$ cat src/rtl/alu_mc.sv
// Multi-cycle ALU: single-cycle arithmetic/logic/shift ops plus sequential
// shift-add multiply and restoring divide/modulo. Results and Z/N/C/V flags
// are registered and returned through a valid/ready handshake.
//
// state | meaning
// ------+---------------------------------------------------------------
// IDLE  | waiting for a request, in_ready = 1
// ITER  | MUL/DIV/MOD in progress, one bit per cycle, requests ignored
// DONE  | result/flags valid, held until out_ready; may accept next op
module alu_mc #(
  parameter int WIDTH = 8,
  parameter int SHW   = $clog2(WIDTH)
) (
  input  logic             clk,
  input  logic             rst_n,
  input  logic             in_valid,
  output logic             in_ready,
  input  logic [4:0]       operation,
  input  logic             is_signed,
  input  logic [WIDTH-1:0] op1,
  input  logic [WIDTH-1:0] op2,
  output logic             out_valid,
  input  logic             out_ready,
  output logic [WIDTH-1:0] result,
  output logic             flag_z,
  output logic             flag_n,
  output logic             flag_c,
  output logic             flag_v,
  output logic             div_zero
);

  localparam logic [4:0] OP_B    = 5'd1;
  localparam logic [4:0] OP_BEQ  = 5'd2;
  localparam logic [4:0] OP_ADD  = 5'd3;
  localparam logic [4:0] OP_SUB  = 5'd4;
  localparam logic [4:0] OP_LOAD = 5'd5;
  localparam logic [4:0] OP_STR  = 5'd6;
  localparam logic [4:0] OP_ADDI = 5'd7;
  localparam logic [4:0] OP_BL   = 5'd9;
  localparam logic [4:0] OP_AND  = 5'd10;
  localparam logic [4:0] OP_ORR  = 5'd11;
  localparam logic [4:0] OP_ANDI = 5'd12;
  localparam logic [4:0] OP_ORRI = 5'd13;
  localparam logic [4:0] OP_LSL  = 5'd14;
  localparam logic [4:0] OP_LSR  = 5'd15;
  localparam logic [4:0] OP_CMP  = 5'd16;
  localparam logic [4:0] OP_ASR  = 5'd17;
  localparam logic [4:0] OP_MUL  = 5'd18;
  localparam logic [4:0] OP_DIV  = 5'd19;
  localparam logic [4:0] OP_MOD  = 5'd20;

  localparam int MSB = WIDTH - 1;
  localparam logic [WIDTH-1:0] WIDTH_V  = WIDTH'(WIDTH);
  localparam logic [SHW-1:0]   CNT_LAST = SHW'(WIDTH - 1);

  localparam logic [1:0] K_MUL = 2'd0;
  localparam logic [1:0] K_DIV = 2'd1;
  localparam logic [1:0] K_MOD = 2'd2;

  typedef enum logic [1:0] {
    S_IDLE,
    S_ITER,
    S_DONE
  } state_t;

  state_t           state;
  logic [SHW-1:0]   cnt;
  logic [1:0]       kind;
  logic [WIDTH-1:0] opa;
  logic [WIDTH-1:0] opb;
  logic [WIDTH-1:0] acc_hi;
  logic [WIDTH-1:0] acc_lo;

  logic             accept;
  logic             is_iter_op;

  logic [WIDTH:0]   add_full;
  logic [WIDTH:0]   sub_full;
  logic [SHW-1:0]   shamt;
  logic             shift_big;
  logic [WIDTH-1:0] sc_res;
  logic             sc_c;
  logic             sc_v;

  logic [WIDTH:0]   mul_sum;
  logic [WIDTH:0]   rem_sh;
  logic             div_ge;
  logic [WIDTH-1:0] div_diff;
  logic [WIDTH-1:0] hi_next;
  logic [WIDTH-1:0] lo_next;
  logic [WIDTH-1:0] iter_res;
  logic             opb_zero;

  // is_signed has no effect on result or flags: the signed-overflow V is
  // the same whether op1 is treated as sign- or zero-extended.
  logic unused_is_signed;
  assign unused_is_signed = is_signed;

  assign in_ready   = (state == S_IDLE) || ((state == S_DONE) && out_ready);
  assign accept     = in_valid && in_ready;
  assign is_iter_op = (operation == OP_MUL) || (operation == OP_DIV) ||
                      (operation == OP_MOD);

  assign add_full  = {1'b0, op1} + {1'b0, op2};
  assign sub_full  = {1'b0, op1} - {1'b0, op2};
  assign shamt     = op2[SHW-1:0];
  assign shift_big = (op2 >= WIDTH_V);

  // Single-cycle datapath: result and carry/overflow for every non-iterative op.
  always_comb begin
    sc_res = '0;
    sc_c   = 1'b0;
    sc_v   = 1'b0;
    case (operation)
      OP_B, OP_BEQ, OP_ADD, OP_LOAD, OP_STR, OP_ADDI, OP_BL: begin
        sc_res = add_full[WIDTH-1:0];
        sc_c   = add_full[WIDTH];
        sc_v   = (op1[MSB] == op2[MSB]) && (add_full[MSB] != op1[MSB]);
      end
      OP_SUB, OP_CMP: begin
        sc_res = sub_full[WIDTH-1:0];
        sc_c   = ~sub_full[WIDTH];
        sc_v   = (op1[MSB] != op2[MSB]) && (sub_full[MSB] != op1[MSB]);
      end
      OP_AND, OP_ANDI: sc_res = op1 & op2;
      OP_ORR, OP_ORRI: sc_res = op1 | op2;
      OP_LSL: sc_res = shift_big ? '0 : (op1 << shamt);
      OP_LSR: sc_res = shift_big ? '0 : (op1 >> shamt);
      OP_ASR: sc_res = shift_big ? {WIDTH{op1[MSB]}}
                                 : $unsigned($signed(op1) >>> shamt);
      default: sc_res = '0;
    endcase
  end

  assign opb_zero = (opb == '0);
  assign mul_sum  = {1'b0, acc_hi} + (acc_lo[0] ? {1'b0, opa} : '0);
  assign rem_sh   = {acc_hi, acc_lo[MSB]};
  assign div_ge   = (rem_sh >= {1'b0, opb});
  // When div_ge holds the true difference is below opb, so WIDTH bits suffice.
  assign div_diff = rem_sh[WIDTH-1:0] - opb;

  // One iteration step: MUL shifts {acc_hi,acc_lo} right after a conditional
  // add; DIV/MOD shifts the remainder left and conditionally subtracts.
  always_comb begin
    hi_next = '0;
    lo_next = '0;
    if (kind == K_MUL) begin
      hi_next = mul_sum[WIDTH:1];
      lo_next = {mul_sum[0], acc_lo[MSB:1]};
    end else begin
      hi_next = div_ge ? div_diff : rem_sh[WIDTH-1:0];
      lo_next = {acc_lo[MSB-1:0], div_ge};
    end
  end

  // Final value written back when the last iteration completes.
  always_comb begin
    iter_res = lo_next;
    if (kind == K_DIV && opb_zero) begin
      iter_res = '1;
    end else if (kind == K_MOD) begin
      iter_res = opb_zero ? opa : hi_next;
    end
  end

  // Control FSM with registered result, flags and handshake outputs.
  always_ff @(posedge clk or negedge rst_n) begin
    if (!rst_n) begin
      state     <= S_IDLE;
      out_valid <= 1'b0;
      result    <= '0;
      flag_z    <= 1'b0;
      flag_n    <= 1'b0;
      flag_c    <= 1'b0;
      flag_v    <= 1'b0;
      div_zero  <= 1'b0;
      cnt       <= '0;
      kind      <= K_MUL;
      opa       <= '0;
      opb       <= '0;
      acc_hi    <= '0;
      acc_lo    <= '0;
    end else begin
      case (state)
        S_IDLE, S_DONE: begin
          if (accept) begin
            if (is_iter_op) begin
              state     <= S_ITER;
              out_valid <= 1'b0;
              cnt       <= '0;
              opa       <= op1;
              opb       <= op2;
              acc_hi    <= '0;
              if (operation == OP_MUL) begin
                kind   <= K_MUL;
                acc_lo <= op2;
              end else begin
                kind   <= (operation == OP_DIV) ? K_DIV : K_MOD;
                acc_lo <= op1;
              end
            end else begin
              state     <= S_DONE;
              out_valid <= 1'b1;
              result    <= sc_res;
              flag_z    <= (sc_res == '0);
              flag_n    <= sc_res[MSB];
              flag_c    <= sc_c;
              flag_v    <= sc_v;
              div_zero  <= 1'b0;
            end
          end else if (state == S_DONE && out_ready) begin
            state     <= S_IDLE;
            out_valid <= 1'b0;
          end
        end
        S_ITER: begin
          acc_hi <= hi_next;
          acc_lo <= lo_next;
          cnt    <= cnt + SHW'(1);
          if (cnt == CNT_LAST) begin
            state     <= S_DONE;
            out_valid <= 1'b1;
            result    <= iter_res;
            flag_z    <= (iter_res == '0);
            flag_n    <= iter_res[MSB];
            flag_c    <= 1'b0;
            flag_v    <= 1'b0;
            div_zero  <= (kind != K_MUL) && opb_zero;
          end
        end
        default: begin
          state     <= S_IDLE;
          out_valid <= 1'b0;
        end
      endcase
    end
  end

endmodule

$ cat config.mk
export PLATFORM = sky130hd
export DESIGN_NAME = alu_mc
export DESIGN_NICKNAME = d
export VERILOG_FILES = /design/src/rtl/alu_mc.sv
export SDC_FILE = /design/constraint.sdc
export NUM_CORES = 1
export LEC_CHECK = 0
export ABC_CLOCK_PERIOD_IN_PS = 4200
export CORE_MARGIN = 5
export CORE_UTILIZATION = 59
export DETAILED_ROUTE_END_ITERATION = 16
export PLACE_DENSITY = 0.89
export SETUP_SLACK_MARGIN = 0.05
export SLEW_MARGIN = 20
export SYNTH_ARGS = -nofsm -noshare
export SYNTH_HDL_FRONTEND = slang
export SYNTH_SLANG_ARGS = --single-unit
export TNS_END_PERCENT = 20
$ cat constraint.sdc
create_clock -name clk -period 4.2 [get_ports clk]
set_input_delay 0.63 -clock clk [delete_from_list [all_inputs] [get_ports clk]]
set_output_delay 0.63 -clock clk [all_outputs]
set_load 0.02 [all_outputs]
---- Word-level counts from Yosys, hierarchy flattened ----
Index checks and enable logic that the tools add are counted.
operators by class
  $mul .................................... 0
  bitwise logic cells ..................... 3
  equality and inequality tests ........... 33
  $add $sub $neg .......................... 5
  muxes and demuxes ....................... 58
  $lt $le $gt $ge ......................... 2
  reductions and logical operators ........ 25
  shifts and indexed selects .............. 3
  div/mod/pow operators ................... 0
operators by type and width
  kind                number
  $mux 8              18
  $pmux 8 s7          1
  $pmux 8 s2          3
  $eq 5x4->1 const B  7
  $eq 5x5->1 const B  5
  $logic_not 8->1     3
  $eq 5x3->1 const B  4
  $add 8x8->9         2
  $mux 1              18
  $pmux 1 s2          8
  $mux 2              6
  $eq 5x2->1 const B  2
  $ge 9x8->1          1
  $sub 8x8->9         1
  $and 8x8->8         1
  $ge 8x4->1 const B  1
  $ne 2x2->1 const B  4
  $or 8x8->8          1
  $reduce_or 2->1     4
  $shl 8x3->8         1
  $shr 8x3->8         1
  $sshr 8x3->8        1
  $sub 8x8->8         1
  $reduce_or 7->1     1
  19 further kinds    34
word-level totals
  bits in writable memories ............... 0
  register bits ........................... 53
  ROM bits ................................ 0
  latch bits .............................. 0
  output and inout bits ................... 15
  memories kept ........................... 0
  bits of input ports ..................... 26

---- Longest topological paths before layout ----
  depth in word-level cells ............... 9
  depth in mapped cells ................... 13

---- Least setup slack after synthesis ----
No wires, ideal clock.
  kind .................................... input-to-reg
  start ................................... input op2[2]
  end ..................................... register flag_z
  arrival ................................. 2.959 ns
  data required time ...................... 4.080 ns
  library setup time ...................... 0.120 ns
  setup slack ............................. 1.120 ns
  stages on the path ...................... 11
  cell sequence ........................... buf_2 -> inv_2 -> ha_1 -> buf_2 -> and3_1 -> a22o_1 -> o41ai_1 -> mux2i_1 -> a2111oi_4 -> a32o_1 -> a41o_1
on the way
  longest elaborated chain between the ends .. 7
RTL lines
  element                             RTL line       RTL
  start, declared                     21             input logic [WIDTH-1:0] op2,
  $ge 8x4->1 (tied with other cells)  107            assign shift_big = (op2 >= WIDTH_V);
  $mux 8, on equally long branches    129, 127, 128
  $pmux 8 s7 *                        114            case (operation)
  $logic_not 8->1 *                   205            flag_z <= (sc_res == '0);
  $mux 1 *                            187            if (is_iter_op) begin
  $mux 1 *                            186            if (accept) begin
  $pmux 1 s2 *                        184            case (state)
  end signal, assigned                205
  end signal, assigned                224            flag_z <= (iter_res == '0);
  end, declared                       25             output logic flag_z,
Every way passes the cells marked *; elsewhere a longest branch is shown, timed or not. The select of a mux whose other input is x is not followed.
A chain may end at the register's enable or synchronous reset.

---- Worst setup path after layout ----
  start ................................... input op2[0]
  end ..................................... register flag_z
Same word-level chain as after synthesis.

==> impl_metrics.py <==
metrics = {
    "outcome": {
        "outcome": "finished, final reports clean",
    },
    "clocking": {
        "clock_path_buffers": 2,
        "postCtsHoldBufs": 0,
        "cts-htree-levels": 2,
        "cts_tree": "built",
        "cts_made_buffers": 5,
        "cts.reportedPaths.clkPinSlew_ns": 0.11,
        "cts_sinks": 51,
        "cts_root_buffer": "clkbuf_8",
        "cts_resized": 0,
        "insertion_delay_ns": 0.31,
        "cts_setup_buffers": 0,
    },
    "synthesis": {
        "netlist_instances": 638,
        "ys_warn_count": 0,
        "synth_cell_types": 81,
        "avgSynthCellArea_um2": 8.24,
        "syn_area_um2": 5260,
        "synth_ff_type": "dfrtp_1",
        "seq_area_frac_synth_pct": 24.3,
        "synth_edf_count": 0,
        "async_flop_share_pct": 100,
        "syn_nets": 711,
        "synth-seq-cells": 51,
    },
    "timing": {
        "worst_pin_slew_ns": 0.909,
        "skew_ns": 0.00890,
        "fmax_mhz": 280,
        "setup_tns_ns": 0,
        "relSlewSlack_pct": 39.2,
        "setup_viol": 0,
        "finalMaxSlewViolations": 0,
        "fin_crit_ns": 3.57,
        "hold_viol": 0,
        "rsz0062_at_grt": "no",
        "fin_ws_ns": 0.627,
        "min_period_over_period_pct": 85.1,
    },
    "grt": {
        "grt_use_total_pct": 29.1,
        "grt_overflow": 0,
        "grt_pass1_vias": 5157,
        "grt_pass1_wl_um": 26400,
        "grt_start_max_net_pins": 52,
        "antenna_found_initial": 0,
    },
    "worst_setup_path": {
        "r2r_end": "flag_z$_DFFE_PN0P_",
        "crit_arrival_ns": 3.83,
        "reg2reg_depth": 11,
        "critPathLaunchType": "input pin",
        "rrSetupSlack_ns": 1.28,
        "cp_data_required_time_ns": 4.46,
        "cp_slowest_stage_delay_ns": 0.68,
        "path_cells": "clkdlybuf4s50_1 -> ha_1 -> inv_1 -> fa_1 -> nor3b_1 -> nor3_1 -> o31a_1 -> o221a_1 -> o2111ai_2 -> nor4_1 -> a32o_1 -> a41o_1",
        "r2r_start": "acc_lo[7]$_DFFE_PN0P_",
        "crit_fanout": 10,
        "crit_path_top_delay_cell": "clkdlybuf4s50_1",
        "path_class": "input pin to flip-flop",
        "endpoint_kind": "flip-flop",
    },
    "cells_and_area": {
        "num_antenna_cells": 0,
        "final_cell_mix": "nand2_1, o21ai_0, dfrtp_1",
        "nFillCells": 703,
        "drive_above_1_share_pct": 7.78,
        "syn2layout_area_growth_pct": 11.0,
        "nNetsFinal": 740,
        "stdcell_count": 776,
        "final_common_cell": "nand2_1",
    },
    "placed_design": {
        "hpwlAfterDp_um": 12500,
        "gp_congestion": 1.00,
        "io_buffers": 39,
        "place_inst": 768,
        "dp_slack_ns": 0.427,
    },
    "detailed_routing": {
        "drt_pass1_iterations": 7,
        "wire_per_inst_um": 21.0,
        "drc": 0,
        "ant_nets": 0,
        "drt_iter0_drc": 483,
        "drt-vias-per-instance": 6.79,
        "num_vias": 5271,
        "drt_wl_total_um": 16300,
    },
    "floorplan": {
        "initial_core_util_pct": 60.3,
        "dieArea_um2": 10900,
        "io_pins": 41,
        "row_count": 34,
        "die_x_um": 104,
        "fp.dieH_um": 104,
        "core_region_area_um2": 8720,
    },
    "hold_path": {
        "hp-class": "input pin to asynchronous set/reset pin",
    },
    "pwr": {
        "powerDensity_nw_per_um2": 455,
        "p_total_mw": 2.65,
        "power_leakage_nw": 2.51,
        "ir_worst_vdd_mv": 0.219,
    },
    "flow_run": {
        "maxCapViolCount": 0,
    },
}
-- metrics by stage --
stage | utilization, % | area, um^2 | hold slack, ns
2_1_floorplan | - | 5260 | 0.334
3_3_place_gp | 65.9 | 5740 | 0.459
3_5_place_dp | 65.9 | 5740 | 0.472
4_1_cts | 66.9 | 5830 | 0.497
5_1_grt | 66.9 | 5830 | 0.391
6_report | 66.9 | 5830 | 0.333
-- state kept, by name, indices dropped and copies added, names as in the netlist --
signal	cells
state	1
opb	8
acc_hi	8
out_valid	1
flag_c	1
cnt	3
opa	8
acc_lo	8
flag_v	1
flag_z	1
result	8
div_zero	1
kind	2
-- routing by layer --
metal	vias up	GRT usage, %	wire length (um)
met1	2526	38.4	6580
li1	2396	-	-
met2	299	48.7	7860
met3	50	4.22	1320
met4	0	9.99	549
met5	-	0	0
-- cell families after synthesis --
| group | synth area share (%) |
|---|---|
| AO/OA/AOI/OAI | 26.7 |
| XOR/XNOR | 3.00 |
| buffers and inverters | 5.26 |
| flip-flops | 24.3 |
| multiplexers | 9.55 |
| adder cells (fa/ha/maj) | 11.8 |
| AND/OR/NAND/NOR | 19.4 |
-- report_power, final --
| part | switching [mW] | total [mW] | internal (mW) |
|---|---|---|---|
| Combinational | 0.877 | 1.51 | 0.631 |
| Sequential | 0.189 | 0.836 | 0.647 |
| Clock | 0.188 | 0.309 | 0.121 |
| Total | 1.25 | 2.65 | 1.40 |
-- cell usage after synthesis, types with 6 or more instances --
library cell	n	area share, %
a211oi_1	6	0.86
a21o_1	12	1.7
a21oi_1	41	3.9
and2_1	11	1.3
clkbuf_1	21	1.5
dfrtp_1	51	24
ha_1	43	10
inv_1	32	2.3
mux2_2	6	1.3
mux2i_1	31	5.9
nand2_1	77	5.5
nand2b_1	9	1.1
nand3_1	21	2.0
nor2_1	37	2.6
nor2b_1	9	1.1
nor3_1	10	0.95
o21ai_0	65	6.2
o221ai_1	11	1.8
o31ai_1	6	0.86
xnor2_1	8	1.3
xor2_1	10	1.7
-- final cells by class --
cell class	instances	area (um^2)	area share, %
clock buffers	6	72.6	1.24
multi-input cells	521	3710	63.5
inverters	34	128	2.19
flip-flops and latches	51	1280	21.9
clock inverters	2	16.3	0.279
repair buffers	54	500	8.58
well taps	108	135	2.32
-- worst max path at each step --
| stage | slack [ns] | endpoint | startpoint | depth (start not counted) |
|---|---|---|---|---|
| after detailed placement | 0.43 | flag_z$_DFFE_PN0P_ | op2[0] | 12 |
| after global placement | 0.57 | flag_z$_DFFE_PN0P_ | op2[0] | 12 |
| after floorplan | 1.12 | flag_z$_DFFE_PN0P_ | op2[2] | 11 |
| final | 0.63 | flag_z$_DFFE_PN0P_ | op2[0] | 12 |
| after global routing | 0.52 | flag_z$_DFFE_PN0P_ | op2[0] | 12 |
| after CTS | 0.74 | flag_z$_DFFE_PN0P_ | op2[0] | 12 |
-- critical path: cells and delay by family --
| kind | cells | cell delay [ns] |
|---|---|---|
| adders and majority gates | 2 | 0.65 |
| AOI/OAI and AO/OA | 5 | 0.96 |
| and+or+nand+nor | 3 | 0.85 |
| buffers and inverters | 2 | 0.74 |
(Power assumes the default switching activity.)
